[src/rtl/periph_rx_scheduler_pkg.sv]
// Shared constants and FSM state type for the peripheral RX scheduler.
package periph_rx_scheduler_pkg;

  localparam int num_peripherals = 8;
  localparam int sched_max_burst = 16;

  typedef enum logic [0:0] {
    SCHED_IDLE  = 1'b0,
    SCHED_GRANT = 1'b1
  } sched_state_t;

endpackage

[src/rtl/periph_rx_scheduler_rr_pick.sv]
// Rotate-and-find-first: returns the first set bit of vec scanning ptr, ptr+1, ...
// with wrap from NUM_REQ-1 back to 0.
module periph_rx_scheduler_rr_pick #(
  parameter int NUM_REQ = 8,
  parameter int GRANT_W = 3
) (
  input  logic [NUM_REQ-1:0] vec,
  input  logic [GRANT_W-1:0] ptr,
  output logic [GRANT_W-1:0] idx,
  output logic               found
);

  logic [GRANT_W:0] pos;

  // Scan from the farthest offset down so the nearest hit is written last and wins.
  always_comb begin
    idx   = '0;
    found = 1'b0;
    pos   = '0;
    for (int i = NUM_REQ - 1; i >= 0; i--) begin
      pos = {1'b0, ptr} + (GRANT_W + 1)'(i);
      if (pos >= (GRANT_W + 1)'(NUM_REQ)) begin
        pos = pos - (GRANT_W + 1)'(NUM_REQ);
      end
      if (vec[pos[GRANT_W-1:0]]) begin
        idx   = pos[GRANT_W-1:0];
        found = 1'b1;
      end
    end
  end

endmodule

[src/rtl/periph_rx_scheduler.sv]
// Round-robin scheduler sharing the lycan_to_ftdi write port between peripheral
// RX FIFOs, with burst limit, almost-full pre-emption and outbound backpressure.
module periph_rx_scheduler
  import periph_rx_scheduler_pkg::*;
#(
  parameter int NUM_REQ   = num_peripherals,
  parameter int GRANT_W   = 3,
  parameter int MAX_BURST = sched_max_burst,
  parameter int BURST_W   = 8
) (
  input  logic               clk,
  input  logic               rst_l,
  input  logic               enable,
  input  logic [NUM_REQ-1:0] rx_empty,
  input  logic [NUM_REQ-1:0] rx_almost_full,
  input  logic               out_full,
  output logic [GRANT_W-1:0] grant,
  output logic               grant_valid,
  output logic [NUM_REQ-1:0] rx_rden,
  output logic               out_wr,
  output logic [BURST_W-1:0] burst_cnt
);

  sched_state_t       state_q, state_d;
  logic [GRANT_W-1:0] grant_q, grant_d;
  logic [BURST_W-1:0] burst_q, burst_d;
  logic [GRANT_W-1:0] ptr_q, ptr_d;

  logic [NUM_REQ-1:0] req, urg, grant_oh;
  logic [GRANT_W-1:0] urg_idx, req_idx;
  logic               urg_found, req_found;
  logic               in_grant, g_empty, g_urg, rd_ok, last_word, preempt, exit_grant;

  assign req = ~rx_empty;
  assign urg = req & rx_almost_full;

  periph_rx_scheduler_rr_pick #(.NUM_REQ(NUM_REQ), .GRANT_W(GRANT_W)) u_pick_urg (
    .vec   (urg),
    .ptr   (ptr_q),
    .idx   (urg_idx),
    .found (urg_found)
  );

  periph_rx_scheduler_rr_pick #(.NUM_REQ(NUM_REQ), .GRANT_W(GRANT_W)) u_pick_req (
    .vec   (req),
    .ptr   (ptr_q),
    .idx   (req_idx),
    .found (req_found)
  );

  for (genvar gi = 0; gi < NUM_REQ; gi++) begin : g_lane
    assign grant_oh[gi] = (grant_q == GRANT_W'(gi));
    assign rx_rden[gi]  = rd_ok & grant_oh[gi];
  end

  assign in_grant  = (state_q == SCHED_GRANT);
  assign g_empty   = |(rx_empty & grant_oh);
  assign g_urg     = |(urg & grant_oh);
  assign rd_ok     = in_grant & enable & ~g_empty & ~out_full;
  assign last_word = (burst_q == BURST_W'(MAX_BURST - 1));
  // Only pre-empt when the current owner is not itself urgent.
  assign preempt   = (|(urg & ~grant_oh)) & ~g_urg;
  assign exit_grant = g_empty | (rd_ok & last_word) | ~enable | preempt;

  always_comb begin
    state_d = state_q;
    grant_d = grant_q;
    burst_d = burst_q;
    ptr_d   = ptr_q;
    unique case (state_q)
      SCHED_IDLE: begin
        if (enable && req_found) begin
          state_d = SCHED_GRANT;
          grant_d = urg_found ? urg_idx : req_idx;
          burst_d = '0;
        end
      end
      SCHED_GRANT: begin
        if (rd_ok) begin
          burst_d = burst_q + BURST_W'(1);
        end
        if (exit_grant) begin
          state_d = SCHED_IDLE;
          ptr_d   = (grant_q == GRANT_W'(NUM_REQ - 1)) ? '0 : grant_q + GRANT_W'(1);
        end
      end
      default: state_d = SCHED_IDLE;
    endcase
  end

  always_ff @(posedge clk or negedge rst_l) begin
    if (!rst_l) begin
      state_q <= SCHED_IDLE;
      grant_q <= '0;
      burst_q <= '0;
      ptr_q   <= '0;
    end else begin
      state_q <= state_d;
      grant_q <= grant_d;
      burst_q <= burst_d;
      ptr_q   <= ptr_d;
    end
  end

  assign grant       = grant_q;
  assign grant_valid = in_grant;
  assign out_wr      = |rx_rden;
  assign burst_cnt   = burst_q;

endmodule
[config.mk]
export PLATFORM = sky130hd
export DESIGN_NAME = periph_rx_scheduler
export DESIGN_NICKNAME = d
export VERILOG_FILES = /design/src/rtl/periph_rx_scheduler_pkg.sv /design/src/rtl/periph_rx_scheduler_rr_pick.sv /design/src/rtl/periph_rx_scheduler.sv
export SDC_FILE = /design/constraint.sdc
export NUM_CORES = 1
export LEC_CHECK = 0
export ABC_AREA = 1
export CORE_MARGIN = 3
export CORE_UTILIZATION = 56
export CTS_CLUSTER_SIZE = 10
export DETAILED_ROUTE_END_ITERATION = 6
export PLACE_DENSITY = 0.82
export SYNTH_ARGS = -nofsm -noshare
export SYNTH_HDL_FRONTEND = slang
export SYNTH_HIERARCHICAL = 1
export SYNTH_SLANG_ARGS = --single-unit
[constraint.sdc]
create_clock -name clk -period 3 [get_ports clk]
set_input_delay 0.9 -clock clk [delete_from_list [all_inputs] [get_ports clk]]
set_output_delay 0.9 -clock clk [all_outputs]
set_load 0.01 [all_outputs]
# Word level (Yosys, flattened, before mapping)
# Index checks and enable logic that the tools add are counted.
[word_totals]
n_memories = 0
romBits = 0
in_bits = 20
ramBits = 0
ff_bits = 15
wordCells = 163
latch_bits = 0
[op_classes]
addsub = 17
magnitude_cmp = 16
n_div = 0
n_mux = 80
n_reduce_logical = 9
shifts = 0
bitwise = 27
mul = 0
eq_ne = 10
[op_table]
columns = ["op", "count"]
rows = [
  ["two-way mux 3 bit", 26],
  ["binary-select mux 1 bit (select 3 bit)", 16],
  ["two-way mux 1 bit", 34],
  ["AND 8 bit", 4],
  ["less-than comparator 3 x 4 -> 1 bit, second input constant", 8],
  ["OR reduction 8 bit", 4],
  [">= comparator 4 bit, second input constant", 7],
  ["subtractor 3 x 1 -> 3 bit, second input constant", 8],
  ["adder 3 x 3 -> 4 bit, second input constant", 4],
  ["two-way mux 8 bit", 2],
  ["NOT 8 bit", 2],
  ["case mux 8 bit (2 select lines)", 1],
  ["AND 1 bit", 13],
  ["equality test 3 bit, second input constant", 4],
  ["adder 3 x 2 -> 4 bit, second input constant", 2],
  ["adder 8 x 1 -> 8 bit, second input constant", 1],
  ["equality test 8 x 4 -> 1 bit, second input constant", 1],
  ["equality test 3 x 2 -> 1 bit, second input constant", 2],
  ["AND reduction 2 bit", 3],
  ["NOT 1 bit", 5],
  ["adder 3 x 1 -> 4 bit, second input constant", 1],
  [">= comparator 3 x 4 -> 1 bit, second input constant", 1],
  ["adder 3 x 1 -> 3 bit, second input constant", 1],
  ["equality test 3 x 1 -> 1 bit, second input constant", 1],
  ["6 further kinds", 8],
]

# Depth between registers and ports, before layout
# Gate-level depths: netlist of the first run.
[logic_depth]
word_depth = 16
ltp_mapped = 20
ltp_nobuf = 19

# Modules after synthesis
# Netlist of the first run, hierarchy kept.
[modules_own_cells]
columns = ["module", "area_each_um2", "n_inst", "cells_per_inst", "seq_area_each_um2"]
rows = [
  ["periph_rx_scheduler", 1271.2, 1, 196, 375.4],
  ["periph_rx_scheduler_rr_pick (u_pick_req)", 742.0, 1, 122, 0.0],
  ["periph_rx_scheduler_rr_pick (u_pick_urg)", 739.5, 1, 122, 0.0],
]

# Least setup slack after synthesis of the first run
# OpenSTA, ideal clock, no wires.
[synth_path]
path_type = "input to output"
startpoint = "in rx_empty[6]"
endpoint = "out out_wr"
setup_slack_ns = 0.243
n_path_buf = 0
required_ns = 2.100
arrival_time_ns = 1.857
stages = 7
path_cell_list = "nand3_1 -> nand2_1 -> nor2_1 -> nand3_4 -> nor2_1 -> nor2_1 -> nand4_1"
[synth_between]
elab_chain_cells = 7
[synth_lines]
columns = ["element", "line_no", "text"]
rows = [
  ["start, declared", "periph_rx_scheduler.sv:14", "input logic [NUM_REQ-1:0] rx_empty,"],
  ["AND 8 bit", "periph_rx_scheduler.sv:57", "assign g_empty = |(rx_empty & grant_oh);"],
  ["OR reduction 8 bit", "periph_rx_scheduler.sv:57", ""],
  ["NOT 1 bit", "periph_rx_scheduler.sv:59", "assign rd_ok = in_grant & enable & ~g_empty & ~out_full;"],
  ["AND 1 bit (2 in series)", "periph_rx_scheduler.sv:59", ""],
  ["AND 1 bit", "periph_rx_scheduler.sv:53", "assign rx_rden[gi] = rd_ok & grant_oh[gi];"],
  ["via rx_rden[6]", "periph_rx_scheduler.sv:19", "output logic [NUM_REQ-1:0] rx_rden,"],
  ["OR reduction 8 bit", "periph_rx_scheduler.sv:107", "assign out_wr = |rx_rden;"],
  ["end, declared", "periph_rx_scheduler.sv:20", "output logic out_wr,"],
]
# The timed path passes the listed nets, and every way through them passes these cells.

# Worst setup path after layout of the first run
[layout_path]
startpoint = "in out_full"
endpoint = "out out_wr"
[layout_between]
elab_chain_cells = 4
[layout_lines]
columns = ["element", "line_no", "text"]
rows = [
  ["start, declared", "periph_rx_scheduler.sv:16", "input logic out_full,"],
  ["NOT 1 bit *", "periph_rx_scheduler.sv:59", ""],
  ["AND 1 bit *", "periph_rx_scheduler.sv:59", ""],
  ["AND 1 bit", "periph_rx_scheduler.sv:53", ""],
  ["OR reduction 8 bit *", "periph_rx_scheduler.sv:107", ""],
]
# Every way passes the cells marked *; elsewhere a longest branch is shown, timed or not.

==> results.py, run 1 <==
metrics = {
    "synth": {
        "synth_area_leaders": "nand2_1 (17%), dfrtp_1 (14%), nand3_1 (11%)",
        "yosysSeqAreaShare_pct": 13.6,
        "synthSimpleGateAreaFrac_pct": 58.7,
        "postSynthCellCount": 440,
        "synthMuxAreaShare_pct": 0,
        "ys_warn_count": 6,
        "synthAdderAreaFrac_pct": 5.00,
        "synth_largest_area_cell": "nand2_1",
        "synth_top_family_by_area": "simple AND/OR/NAND/NOR gates",
        "synthesis.area_um2": 2750,
        "syn_area_per_cell_um2": 6.26,
        "synth_compound_area_share_pct": 7.82,
        "synth_top_area_share_pct": 16.8,
        "syn_nets": 471,
        "synth_xor_area_share_pct": 2.64,
        "synth_cell_types": 35,
        "ys_seq_elements": 15,
    },
    "placement": {
        "io_buffers": 40,
        "place_hpwl_mm": 6.80,
        "gp_congestion": 0.938,
        "dpl.cell_count": 585,
    },
    "hold_path": {
        "hold_class": "register to register",
    },
    "setup_path": {
        "r2r-start": "ptr_q[0]",
        "regToRegSetupSlack_ps": 220,
        "reg2reg_to": "grant[1]",
        "worst-r2r-cell-count": 19,
        "cp.arrival_ps": 2080,
        "endpoint": "out_wr",
        "crit_path_cell_trace": "dlygate4sd2_1, nor3_2, buf_4, nand3_4, buf_12, nor2_4, nor2_2, nand4_1, buf_2",
        "timing.critical_path.buf_inv": 4,
        "cp_max_fo": 5,
        "critical_path_depth": 9,
        "critical-path-top-delay-family": "buffers and inverters",
        "path_class": "input pin to output pin",
        "slowest_delay_ps": 240,
        "startpoint": "out_full",
        "start_kind": "input pin",
        "slowest_stage": "dlygate4sd2_1",
        "crit_path_end_kind": "output pin",
        "cp.required_ps": 2100,
    },
    "sta": {
        "tightest_slew_ps": 879,
        "hold_slack_ps": 537,
        "max_freq_ghz": 0.336,
        "relSlewSlack_pct": 41.4,
        "setup_viol": 0,
        "fin_crit_ps": 2980,
        "hold_viol": 0,
        "fin_skew_ps": 4.18,
        "finalMaxSlewViolations": 0,
        "grt_setup_unrepaired": "true",
        "timing.final.crit_share_pct": 99.2,
    },
    "routing": {
        "first_pass_iters": 6,
        "wire_per_inst_um": 14.8,
        "antenna_left": 0,
        "routed_wirelength_mm": 8.78,
        "wl_met3_um": 656,
        "via_per_inst": 5.73,
        "drc_errors": 0,
        "highest_layer": "met4",
        "num_vias": 3406,
        "wl_met1_mm": 3.66,
        "drt-initial-drc-count": 358,
        "met2RoutedLength_mm": 4.10,
    },
    "die": {
        "core_area_um2": 4530,
        "dieArea_um2": 5790,
        "die_w_um": 76.1,
        "die_height_um": 76.1,
        "io_pins": 41,
        "start_util_pct": 60.7,
        "fp-row-count": 24,
    },
    "grt": {
        "grt_pass1_vias": 3166,
        "antenna_found_initial": 0,
        "overflow": 0,
        "grt_first_pass_wirelength_mm": 14.5,
        "grt_max_degree": 23,
        "grt_use_total_pct": 30.1,
    },
    "clock_network": {
        "htreeDepth": 1,
        "clkTransAtPathRegs_ps": 60,
        "cts-root-buf": "clkbuf_8",
        "cts_hold_buf": 0,
        "clkLatencyLatePin_ps": 250,
        "cts_made_buffers": 3,
        "cts_buffer_depth": 2,
        "cts.sinks": 15,
        "cts_tree": "built",
    },
    "cells_and_area": {
        "area_delta_synth_final_pct": 34.2,
        "multi_input_area_um2": 2150,
        "final_common_cell": "nand2_1",
        "layout.cells.non_filler": 594,
        "layout.nets": 561,
        "n_antenna_cell": 0,
        "drive_gt1_share_pct": 34.4,
        "nFillCells": 334,
        "final_cell_mix": "nand2_1 (121), nand3_1 (62), buf_4 (52)",
        "regArea_um2": 377,
    },
    "power_and_ir_drop": {
        "p_int_mw": 2.00,
        "peakVddDrop_v": 0.000817,
        "p_sw_mw": 2.67,
        "power_density_nw_per_um2": 1260,
        "seqPwrFrac_pct": 7.8,
        "pwr-share-clk_pct": 3.6,
        "switching_share_pct": 57.2,
        "p_leak_nw": 1.91,
        "pwr-share-comb_pct": 88.5,
    },
    "status": {
        "status": "complete, no violations",
    },
    "job": {
        "max_cap_violations": 0,
    },
}
## routing by layer
metal / vias to the layer above / GRT usage, %
li1: 1613 / -
met1: 1550 / 37.5
met2: 201 / 53.3
met3: 42 / 3.43
met4: 0 / 10.9
met5: - / 0
## through the flow
| stage | area, um^2 | TNS (ps) | util (%) | setup WS, ps | total power [mW] |
|---|---|---|---|---|---|
| global route | 3690 | -70.3 | 81.5 | -50.8 | 5.11 |
| detailed placement | 3510 | -5950 | 77.5 | -611 | 4.31 |
| floorplan | 2750 | 0 | - | 243 | 3.24 |
| finish | 3690 | 0 | 81.5 | 22.9 | 4.66 |
| CTS | 3630 | 0 | 80.0 | 29.2 | 4.55 |
| global placement | 3510 | -4730 | 77.5 | -539 | 4.19 |
## timing repair
action / 4_1_cts / 5_1_grt
resized for setup: 55 / 22
setup buffers: 4 / 1
pin swaps: 11 / 11
endpoints found under the setup margin: 9 / 12
endpoints found under the hold margin: 0 / 0
## synth_stat cells, drive strengths merged
cell type and count:
dfrtp 15, xnor2 3, o21a 1, nand2 155, nor2 45, nor3 1
and2 2, o211ai 3, a31oi 2, o21ai 11, a21oi 18, xor2 1
o31ai 1, nor4 3, nand4 7, buf 9, inv 59, nand3 93
ha 11
## logic make-up (layout without fill, tap and decap cells)
family	count (synthesis)	in the layout
buffers and inverters	68	157
AO/OA/AOI/OAI	36	36
adder cells (fa/ha/maj)	11	11
AND/OR/NAND/NOR	306	306
flip-flops	15	15
XOR/XNOR	4	4
## worst min path at each step
stage	start	to	slack, ps	cells past startpoint
4_1_cts	burst_cnt[1]	burst_cnt[1]	530	2
5_1_grt	burst_cnt[3]	burst_cnt[3]	590	1
3_5_place_dp	burst_cnt[1]	burst_cnt[1]	520	2
3_3_place_gp	burst_cnt[1]	burst_cnt[1]	510	2
2_1_floorplan	ptr_q[2]	ptr_q[2]	500	2
6_report	burst_cnt[1]	burst_cnt[1]	540	2
## worst register-to-register path, cell delays in order, from the launching register on
cell and delay (ps):
dfrtp_1 440, buf_4 340, inv_8 110, ha_1 530
inv_2 150, nand3_1 140, nand3_1 100, nand2_1 100
inv_2 60, nor2_2 70, nand2_1 50, nand3_1 60
nand2_1 50, nand2_1 60, nand2_1 60, a21oi_2 110
inv_1 50, nand2_1 60, o211ai_1 100, o21ai_0 100
## cell type report
class	count	area share, %
inverter	59	6.67
clock buffer	4	1.22
multi-input combinational	357	58.1
timing repair buffer	94	21.6
sequential	15	10.2
tap	65	2.20
## power groups by stage
stage | Combinational (mW) | Sequential (mW) | Clock (mW)
after global routing | 4.55 | 0.374 | 0.181
after global placement | 3.83 | 0.360 | 0
final | 4.13 | 0.365 | 0.169
after floorplan | 2.90 | 0.345 | 0
after detailed placement | 3.95 | 0.363 | 0
after CTS | 4.02 | 0.360 | 0.171
## state kept, by name, indices dropped and copies added, names as in the netlist
name	cells
burst_cnt	8
grant	3
ptr_q	3
grant_valid	1
No activity file was read; power rests on OpenSTA's default activity.
==> run 2: changes to the inputs <==
- CTS_CLUSTER_DIAMETER: not set -> 60
==> results of run 2 <==
Same layout as run 1: the final DEF is identical, and so are final timing and power.
